<file path="src/rtl/icache_pkg.sv">
// icache_pkg: shared state encoding and address-split helpers for the I-cache refill path
package icache_pkg;

    typedef enum logic [1:0] {LOOKUP, REQ, REFILL, WRITE} state_e;

    function automatic int off_w_of(input int block_words);
        return $clog2(block_words);
    endfunction

    function automatic logic [63:0] block_addr(input logic [63:0] addr, input int off_w);
        return addr >> (off_w + 2);
    endfunction

    function automatic logic [63:0] word_off(input logic [63:0] addr, input int off_w);
        return (addr >> 2) & ((64'd1 << off_w) - 64'd1);
    endfunction

endpackage

</file>
<file path="src/rtl/icache_line_assembler.sv">
// icache_line_assembler: beat counter and line buffer collecting refill beats in ascending order
module icache_line_assembler
    import icache_pkg::*;
#(
    parameter int BLOCK_WORDS = 4,
    parameter int OFF_W       = off_w_of(BLOCK_WORDS)
) (
    input  logic                      clk,
    input  logic                      rst,
    input  logic                      clr_i,
    input  logic                      valid_i,
    input  logic [31:0]               data_i,
    output logic                      last_o,
    output logic [32*BLOCK_WORDS-1:0] line_o
);

    logic [OFF_W-1:0]             beat_q;
    logic [BLOCK_WORDS-1:0][31:0] line_q;

    assign last_o = beat_q == OFF_W'(BLOCK_WORDS - 1);
    assign line_o = line_q;

    // Each accepted beat lands in the slot named by the counter, which then advances
    always_ff @(posedge clk) begin
        if (rst) begin
            beat_q <= '0;
            line_q <= '0;
        end else if (clr_i) begin
            beat_q <= '0;
        end else if (valid_i) begin
            line_q[beat_q] <= data_i;
            beat_q         <= beat_q + 1'b1;
        end
    end

endmodule

</file>
<file path="src/rtl/icache_refill_ctrl.sv">
// icache_refill_ctrl: L1 I-cache miss FSM that stalls fetch, refills a block from memory and replays
module icache_refill_ctrl
    import icache_pkg::*;
#(
    parameter int ADDR_W       = 32,
    parameter int BLOCK_WORDS  = 4,
    parameter int OFF_W        = off_w_of(BLOCK_WORDS),
    parameter int BLOCK_ADDR_W = ADDR_W - 2 - OFF_W
) (
    input  logic                      clk,
    input  logic                      rst,
    input  logic                      cpu_req,
    input  logic [ADDR_W-1:0]         cpu_addr,
    output logic [31:0]               cpu_instr,
    output logic                      cpu_stall,
    output logic                      sram_ren,
    output logic                      sram_wen,
    output logic [BLOCK_ADDR_W-1:0]   sram_block_addr,
    output logic [32*BLOCK_WORDS-1:0] sram_data_in,
    input  logic                      sram_hit,
    input  logic [32*BLOCK_WORDS-1:0] sram_data_out,
    output logic                      mem_req,
    output logic [ADDR_W-1:0]         mem_addr,
    input  logic                      mem_gnt,
    input  logic                      mem_valid,
    input  logic [31:0]               mem_data
);

    state_e                       state_q, state_d;
    logic [BLOCK_ADDR_W-1:0]      miss_q, miss_d, cpu_blk;
    logic [OFF_W-1:0]             cpu_off;
    logic [BLOCK_WORDS-1:0][31:0] rd_words;
    logic                         in_lookup, last;

    assign cpu_blk   = BLOCK_ADDR_W'(block_addr(64'(cpu_addr), OFF_W));
    assign cpu_off   = OFF_W'(word_off(64'(cpu_addr), OFF_W));
    assign rd_words  = sram_data_out;
    assign in_lookup = state_q == LOOKUP;

    // Array reads only happen in LOOKUP so the victim chosen at the miss stays put through the refill
    assign sram_ren        = in_lookup && cpu_req;
    assign sram_wen        = state_q == WRITE;
    assign sram_block_addr = in_lookup ? cpu_blk : miss_q;
    assign cpu_stall       = in_lookup ? cpu_req && !sram_hit : 1'b1;
    assign cpu_instr       = (in_lookup && cpu_req && sram_hit) ? rd_words[cpu_off] : 32'd0;
    assign mem_req         = state_q == REQ;
    assign mem_addr        = {miss_q, {(OFF_W + 2){1'b0}}};

    icache_line_assembler #(
        .BLOCK_WORDS(BLOCK_WORDS),
        .OFF_W      (OFF_W)
    ) u_asm (
        .clk    (clk),
        .rst    (rst),
        .clr_i  (state_q == REQ && mem_gnt),
        .valid_i(state_q == REFILL && mem_valid),
        .data_i (mem_data),
        .last_o (last),
        .line_o (sram_data_in)
    );

    // State and latched miss block address; reset discards any refill in flight
    always_ff @(posedge clk) begin
        if (rst) begin
            state_q <= LOOKUP;
            miss_q  <= '0;
        end else begin
            state_q <= state_d;
            miss_q  <= miss_d;
        end
    end

    // Next state: miss -> request -> collect beats -> one write cycle -> replay lookup
    always_comb begin
        state_d = state_q;
        miss_d  = miss_q;
        case (state_q)
            LOOKUP: if (cpu_req && !sram_hit) begin
                state_d = REQ;
                miss_d  = cpu_blk;
            end
            REQ:     state_d = mem_gnt ? REFILL : REQ;
            REFILL:  state_d = (mem_valid && last) ? WRITE : REFILL;
            default: state_d = LOOKUP;
        endcase
    end

endmodule

</file>
<file path="config.mk">
export PLATFORM = sky130hd
export DESIGN_NAME = icache_refill_ctrl
export DESIGN_NICKNAME = d
export VERILOG_FILES = /design/src/rtl/icache_pkg.sv /design/src/rtl/icache_line_assembler.sv /design/src/rtl/icache_refill_ctrl.sv
export SDC_FILE = /design/constraint.sdc
export NUM_CORES = 1
export LEC_CHECK = 0
export CAP_MARGIN = 5
export CORE_AREA = 2 2 163 165
export CTS_BUF_LIST = sky130_fd_sc_hd__clkbuf_8
export DETAILED_ROUTE_END_ITERATION = 8
export DIE_AREA = 0 0 165 167
export SYNTH_ARGS = -nofsm -noshare
export SYNTH_HDL_FRONTEND = slang
export SYNTH_SLANG_ARGS = --single-unit
</file>
<file path="constraint.sdc">
create_clock -name clk -period 6.3 [get_ports clk]
set_input_delay 1.89 -clock clk [delete_from_list [all_inputs] [get_ports clk]]
set_output_delay 1.89 -clock clk [all_outputs]
set_load 0.02 [all_outputs]
</file>
==> key figures <==
Worst setup path
  – Startpoint Class: input pin
  – CP delay by family, top: buffers and inverters
  – Crit Path Class: input pin to output pin
  – Arrival time at the worst endpoint: between 3 and 4 ns
  – Critical path capture point type: output pin
  – Critical Path Fanout Max: 32
  – Register-to-Register Path Depth: 4
  – Reg2Reg Setup Slack: 4.06 ns
  – WP buf/inv: 3
  – Reg-to-Reg Start: state_q[1]
  – CP Depth: 5
  – Crit-path most repeated cell: clkdlybuf4s50_1
  – Largest stage delay, worst path: around 0.65 ns
  – Req. time, crit path: ~4.4 ns
  – Crit path cell chain: clkdlybuf4s50_1, nand3_1, buf_4, nor2b_1, clkdlybuf4s50_1
  – Critical path's slowest cell: clkdlybuf4s50_1
  – Terminus of the critical flop-to-flop path: u_asm.line_o[125]

Detailed routing
  – DR WL/cell: 19.32 um
  – DRC violations left: 0
  – Drt pass-1 iters: 7
  – Vias per cell: roughly 4.7
  – Post-route ant nets: 0
  – Via count: between 7000 and 8000
  – DRT Wirelength: 30040 um
  – Initial drt markers: about 440

STA
  – Slew headroom: 35.06%
  – Fin crit period: 5.578 ns
  – Hold Vio Cnt, Final: 0
  – Unrepaired setup endpoints after global routing: no
  – Final max-slew violation count: 0
  – Clock Skew: 0.01210 ns
  – # setup viols final: 0
  – Setup TNS: 0 ns
  – Worst slew pin tran: 0.9717 ns
  – F_max: approximately 180 MHz
  – Period utilisation layout: around 89%

Finish
  – Synth-to-Final Area Change: 67.11%
  – Fin util: 45.75%
  – Most frequent cells in the layout: 411 x clkdlybuf4s50_1, 313 x nand2_1, 160 x dfxtp_1
  – Most common cell after layout, fill and taps aside: clkdlybuf4s50_1
  – Fillers: 2524
  – Final #Nets: 1408
  – Area of the multi-input gates: ~3500 um2
  – Register area: 3203 um2
  – Share of cells above drive strength 1: 9.024%

Floorplanning
  – Initial Util: 27.38%
  – Rows: between 50 and 60
  – I/O pin count: 422
  – Die area: 27560 um2
  – Die H: about 170 um
  – Die X-Extent: about 170 um
  – Core ar.: 25760 um2

Global routing
  – Initial antenna violation count: 1
  – Vias in the first global route: 7075
  – Largest net degree at the start of global routing: approximately 110
  – Wire length of the first global-routing pass: 43630 um
  – Remaining global-route overflow: 0
  – Global Route Usage Sum: 21.25%

Worst hold path
  – Hold path depth: 2
  – Hold endpoint: u_asm.line_o[11]
  – HP Class: register to register
  – Hold path start: u_asm.line_o[11]

Synth
  – EDFF count, synth: 0
  – Register area share after synthesis: 45.41%
  – Instance count of the mapped netlist: a little over 800
  – Synth top area cells: dfxtp_1 45%, nand2_1 17%, a21oi_1 11%
  – Mapped Area: ~7000 um2
  – Syn. warnings: 0
  – Syn avg cell area: 8.508 um2
  – Share of the synthesized area in the top cell type: about 45%
  – Unique cell type count in the Yosys netlist: 29
  – Yosys reg bits: 160
  – Ys flop type: dfxtp_1
  – Async S/R FF share, synth: 0%
  – Area leader, netlist: dfxtp_1

Place
  – IO Port Bufs: 415
  – DP Wirelength: about 22000 um
  – GP Congestion: 0.8128

Power and ir drop
  – NetSw: roughly 670 uW
  – Cell Int Power: approximately 1700 uW
  – Combinational group share of total power: 21.4%
  – Pwr dens: 197.8 nW/um2
  – Sw frac: 28.80%
  – Static Leak: 0.003956 uW
  – Flop pwr share: 44.7%
  – Clock network power share: 33.9%
  – Peak VDD IR: 0.1002 mV

Clock network
  – CTS tree: done
  – # Post-CTS Setup Buffers: 0
  – CTS root buffer: clkbuf_8
  – H-Tree Depth: 4
  – Clock latency on the worst-skew pair: roughly 0.45 ns
  – Max clock buf depth: 2
  – Clk sinks: between 150 and 200
  – Cts bufs inserted: 17
  – # hold bufs at CTS: 0
  – Quantity of gates resized following cts: 0
  – Clock-pin slew on the worst setup and hold paths: roughly 0.090 ns

Run
  – Maximum capacitance violations: 0

Run status
  – Status: finished clean
power groups by stage:
stage                     Clock (uW)  Sequential (uW)  Combinational, uW
after detailed placement           0             1060                500
after CTS                        816             1040                503
after global placement             0             1060                500
final                            791             1040                498
after floorplan                    0             1080                214
after global routing             856             1040                527
flip-flops by register name, summed over array words and instances (netlist names):
| name | flops |
|---|---|
| miss_q | 28 |
| u_asm.line_o | 128 |
| u_asm.beat_q | 2 |
| state_q | 2 |
layout make-up:
cell class | instances | area share (%)
inverters | 3 | 0.09554
clock buffers | 17 | 1.985
well taps | 335 | 3.556
repair buffers | 428 | 36.26
clock inverters | 15 | 1.391
multi-input cells | 596 | 29.51
diodes | 1 | 0.02123
flip-flops and latches | 160 | 27.18
routing by layer:
metal  global-route usage [%]  up-vias  wire length [um]
met2                    36.45      313             14950
met4                    4.650        0               342
met3                    8.468       17              2950
met1                    24.80     3453             11800
met5                        0        -                 0
li1                         -     3499                 -
stage by stage:
| stage | instance area, um2 | setup WS [ns] | cells | power (uW) | hold WS, ns |
|---|---|---|---|---|---|
| after floorplan | 7064 | 1.368 | 832 | 1289 | 0.5175 |
| after global placement | 11390 | 0.7475 | 1522 | 1565 | 0.4415 |
| after detailed placement | 11390 | 0.7221 | 1522 | 1565 | 0.4459 |
| after CTS | 11780 | 0.7179 | 1554 | 2361 | 0.4583 |
| after global routing | 11790 | 0.6255 | 1555 | 2427 | 0.4727 |
| final | 11790 | 0.7221 | 1555 | 2331 | 0.4567 |
worst max-delay path by stage:
stage / slack, ns / from / endpoint
after CTS: 0.72 / sram_hit / cpu_instr[0]
after floorplan: 1.37 / cpu_addr[2] / cpu_instr[11]
final: 0.72 / sram_hit / cpu_instr[0]
after global placement: 0.75 / sram_hit / cpu_instr[18]
after global routing: 0.63 / sram_hit / cpu_instr[9]
after detailed placement: 0.72 / sram_hit / cpu_instr[9]
Yosys cell counts, drive strengths merged, types with 2 or more instances:
cell	number
nand2	313
dfxtp	160
a21oi	158
buf	41
nor2b	33
clkbuf	32
mux4	32
mux2	28
and4b	4
ha	4
nand4b	4
inv	3
nor2	3
nand2b	2
nand3b	2
logic make-up (layout without fill, tap and decap cells):
family                     count (synthesis)  in the layout  synth area share, %
DFF                                      160            160                45.41
AOI/OAI and AO/OA                        159            159                11.28
adders and majority gates                  4              4               0.7096
and+or+nand+nor                          367            367                22.05
buffers and inverters                     76            463                5.535
muxes                                     61             61                14.83
xor gates and xnor gates                   1              1               0.1242
other                                      1              5              0.05317
worst register-to-register path: cells and delay by family, from the launching register on:
| family | cells | cell delay, ns |
|---|---|---|
| compound gates | 1 | 0.14 |
| buf+inv | 1 | 0.39 |
| flops | 1 | 0.75 |
| simple gates | 2 | 0.89 |
Note: power is estimated with default switching activity, not from simulation.
==> RTL change 1: new RTL, same flow settings <==
The 4 states of `state_e` get a one-hot encoding in 4 bits.
--- a/src/rtl/icache_pkg.sv
+++ b/src/rtl/icache_pkg.sv
@@ -1,7 +1,7 @@
 // icache_pkg: shared state encoding and address-split helpers for the I-cache refill path
 package icache_pkg;
 
-    typedef enum logic [1:0] {LOOKUP, REQ, REFILL, WRITE} state_e;
+    typedef enum logic [3:0] {LOOKUP = 4'b0001, REQ = 4'b0010, REFILL = 4'b0100, WRITE = 4'b1000} state_e;
 
     function automatic int off_w_of(input int block_words);
         return $clog2(block_words);
Behaviour: no difference found for any inputs over 4 cycles, from zero or initial values and one cycle with rst high; so few cycles prove little.
==> RTL change 1 against the unedited design <==
  * Global-route usage rose by 1.2 points
  * Clock skew rose by 15 ps
  * Largest cell class unchanged
  * Cell area rose by 6.8%
  * Routed wire length rose by 5.1%
  * Largest power group unchanged
  * Total power fell by 1.2%
  * Synthesized cell count rose by 1.4%
  * Critical path depth fell by 1
  * Sequential share of layout area fell by 1.4 points
  * Via count rose by 2.6%
  * Worst setup slack improved by 79 ps
  * Sequential cell count rose by 2
  * Synthesized area rose by 12%
  * Maximum frequency rose by 1.4%
  * Clock power fell by 1%
==> RTL change 1: results (changes against the unedited design) <==
- Synth Area in Adders: 0.632% (was 0.710%)
- Lkg Pwr: 4.78 nW (was 3.96 nW)
- Compound-cell area share of the yosys netlist: 8.34% (was 11.3%)
- Top cells by count, synth: dfxtp_1, nand2b_1, mux2i_1 (was nand2_1, dfxtp_1, a21oi_1)
- Drt first pass iters: 4 (was 7)
- Worst r2r dst: u_asm.line_o[64] (was u_asm.line_o[125])
- Fmax: 182 MHz (was 179 MHz)
- Initial antenna violation count: 5 (was 1)
- Global-route wire length before repair: 46300 um (was 43600 um)
- Crit path max fanout: 1 (was 32)
- Mux share of post-synthesis cell area: 21.2% (was 14.8%)
- Share of cells above drive strength 1: 7.38% (was 9.02%)
- Setup Skew: 27.0 ps (was 12.1 ps)
- Critical R2R Launch: state_q[2] (was state_q[1])
- Metal-1 WL: 12500 um (was 11800 um)
- Routability cong.: 0.831 (was 0.813)
- Post-Place Worst Slack: 801 ps (was 722 ps)
- Largest net degree at the start of global routing: 104 (was 105)
- Crit path to: cpu_instr[26] (was cpu_instr[0])
- Top post-synthesis cells by area: dfxtp_1, mux2i_1, nand2b_1, mux4_2, nand2_1 (was dfxtp_1, nand2_1, a21oi_1, mux4_2, mux2_2)
- Top layer in use: met5 (was met4)
- Peak supply drop: 0.112 mV (was 0.100 mV)
- Dpl hpwl: 23400 um (was 22400 um)
- DR WL/cell: 20.3 um (was 19.3 um)
- Sequential fraction of the synthesis area: 40.9% (was 45.4%)
- Fin Hold WS: 479 ps (was 457 ps)
- Metal3 WL: 3210 um (was 2950 um)
- Logic power comb: 0.478 mW (was 0.498 mW)
- Synth cell types: 33 (was 29)
- Crit path largest cell delay: 550 ps (was 650 ps)
- Outcome: finished, final reports clean (unchanged)
- Pint: 1.60 mW (was 1.66 mW)
- Origin of the worst setup path: sram_data_out[122] (was sram_hit)
## RTL change 1: area by class of cell
class                           instances  area (um^2)
Fill cell                            2459        13200
Clock buffer                           18          248
Multi-Input combinational cell        595         4240
Antenna cell                            1         2.50
Timing Repair Buffer                  426         4260
Sequential cell                       162         3240
Tap cell                              335          419
Clock inverter                         14          156
Inverter                                5         18.8
## RTL change 1: cell families (layout without fill, tap and decap cells)
family          Yosys count  count (layout)
simple gates            328             328
flops                   162             162
compound gates          130             130
mux                     128             128
buf+inv                  87             463
fa+ha+maj                 4               4
other cells               1               5
xor+xnor                  1               1
## RTL change 1: layer usage
metal  vias up  GRT usage [%]
li1       3601              -
met1      3538           25.7
met2       295           38.1
met3        32           10.0
met4         8           5.22
met5         -              0
## RTL change 1: per-stage QoR
| step | cells | area (um^2) |
|---|---|---|
| after floorplan | 844 | 7930 |
| after global placement | 1523 | 12200 |
| after detailed placement | 1523 | 12200 |
| after CTS | 1555 | 12600 |
| after global routing | 1555 | 12600 |
| final | 1556 | 12600 |
==> RTL change 2: new RTL, config.mk and constraints unchanged <==
Made on the original files. `ADDR_W`: 32 -> 24.
--- a/src/rtl/icache_refill_ctrl.sv
+++ b/src/rtl/icache_refill_ctrl.sv
@@ -2,7 +2,7 @@
 module icache_refill_ctrl
     import icache_pkg::*;
 #(
-    parameter int ADDR_W       = 32,
+    parameter int ADDR_W       = 24,
     parameter int BLOCK_WORDS  = 4,
     parameter int OFF_W        = off_w_of(BLOCK_WORDS),
     parameter int BLOCK_ADDR_W = ADDR_W - 2 - OFF_W
Ports: changed (resized cpu_addr, mem_addr and sram_block_addr); port bits go from 422 to 398. No check against the original RTL was run, so the function may have changed too.
==> RTL change 2 against the unedited design <==
  * Routed wire length fell by 5.0%
  * Global-route usage decreased by 0.89 points
  * Worst setup slack worse by 3.7 ps
  * Cell area down 4.7%
  * Hold slack improved by 1.5 ps
  * Die area unchanged
  * Register-to-register slack worse by 80 ps
  * Total power is 5.9% lower
  * Synthesized area down 4.9%
  * Sequential cell count decreased by 8
  * Synthesized cell count fell by 5.3%
  * Critical endpoint is now cpu_instr[18]
  * Largest power group unchanged
==> RTL change 2: results (changes against the unedited design) <==
- Vias in the first global route: 6785 (was 7075)
- Routability cong.: 0.816 (was 0.813)
- Crit path to: cpu_instr[18] (was cpu_instr[0])
- Sequential fraction of the synthesis area: 45.4% (about the same)
- Met1 Use GR: 23.2% (was 24.8%)
- Metal-1 WL: 11100 um (was 11800 um)
- Metal3 WL: 2810 um (was 2950 um)
- Reg2Reg Setup Slack: 3980 ps (was 4060 ps)
- Initial antenna violation count: 0 (was 1)
- Grt met2 use: 36.3% (was 36.4%)
- HP Start: u_asm.line_o[3] (was u_asm.line_o[11])
- Pint: 1.53 mW (was 1.66 mW)
- Worst r2r dst: u_asm.line_o[94] (was u_asm.line_o[125])
- Global-route wire length before repair: 41900 um (was 43600 um)
- Outcome: finished, final reports clean (unchanged)
- Largest net degree at the start of global routing: 103 (was 105)
- Top post-synthesis cells by area: dfxtp_1, nand2_1, a21oi_1, mux4_2, mux2_2 (unchanged)
- Rel. slew slack: 17.7% (was 35.1%)
- DRT iter0 DRCs: 468 (was 435)
- Routed WL: 28600 um (was 30000 um)
- M3 GR Usage: 7.37% (was 8.47%)
- Peak supply drop: 0.0991 mV (was 0.100 mV)
- Crit path largest cell delay: 690 ps (was 650 ps)
- Top cells by count, synth: nand2_1, dfxtp_1, a21oi_1 (unchanged)
- Power in sequential cells: 0.986 mW (was 1.04 mW)
- Lkg Pwr: 3.77 nW (was 3.96 nW)
- Met2 routed wirelength: 14300 um (was 14900 um)
- Logic gate share of total power: 20.3% (was 21.4%)
- IO Port Bufs: 391 (was 415)
- Vias per inst: 4.65 (was 4.68)
==> RTL change 2: cell types whose count changed in the layout (fill, tap and decap cells not counted), sizes merged, moves of 4 or more <==
cell           unedited run  this run
mux2                     28        20
clkdlybuf4s50           411       385
dfxtp                   160       152
a21oi                   158       150
nand2                   313       297
buf                      17        21
==> RTL change 2: cell families (layout without fill, tap and decap cells) <==
family | Yosys count | after routing | synth area share, %
AND/OR/NAND/NOR | 351 | 351 | 22.2
multiplexers | 53 | 53 | 14.2
XOR/XNOR | 1 | 1 | 0.131
other | 1 | 4 | 0.0559
buffers and inverters | 72 | 441 | 5.95
adder cells (fa/ha/maj) | 4 | 4 | 0.746
flip-flops | 152 | 152 | 45.4
AO/OA/AOI/OAI | 151 | 151 | 11.3
==> RTL change 2: through the flow <==
step	setup slack [ps]	hold slack [ps]
final	718	458
after global routing	609	473
after CTS	729	459
after detailed placement	748	446
after global placement	755	441
after floorplan	1480	518
==> RTL change 2: layout make-up <==
| type | count | area, um^2 |
|---|---|---|
| Timing Repair Buffer | 406 | 4060 |
| Tap cell | 335 | 419 |
| Inverter | 3 | 11.3 |
| Fill cell | 2590 | 14500 |
| Clock buffer | 17 | 234 |
| Clock inverter | 15 | 176 |
| Sequential cell | 152 | 3040 |
| Multi-Input combinational cell | 564 | 3290 |
==> RTL change 2: worst min-delay path, stage by stage, from the launching register on <==
cell and delay (ps):
dfxtp_1 320, nand2_1 50, a21oi_1 50
==> RTL change 2: worst min path at each step <==
stage          slack, ps               end  cells past startpoint
4_1_cts              460  u_asm.line_o[84]                      2
5_1_grt              470  u_asm.line_o[84]                      2
2_1_floorplan        520   u_asm.beat_q[1]                      2
3_3_place_gp         440  u_asm.line_o[75]                      2
6_report             460   u_asm.line_o[3]                      2
3_5_place_dp         450   u_asm.line_o[3]                      2
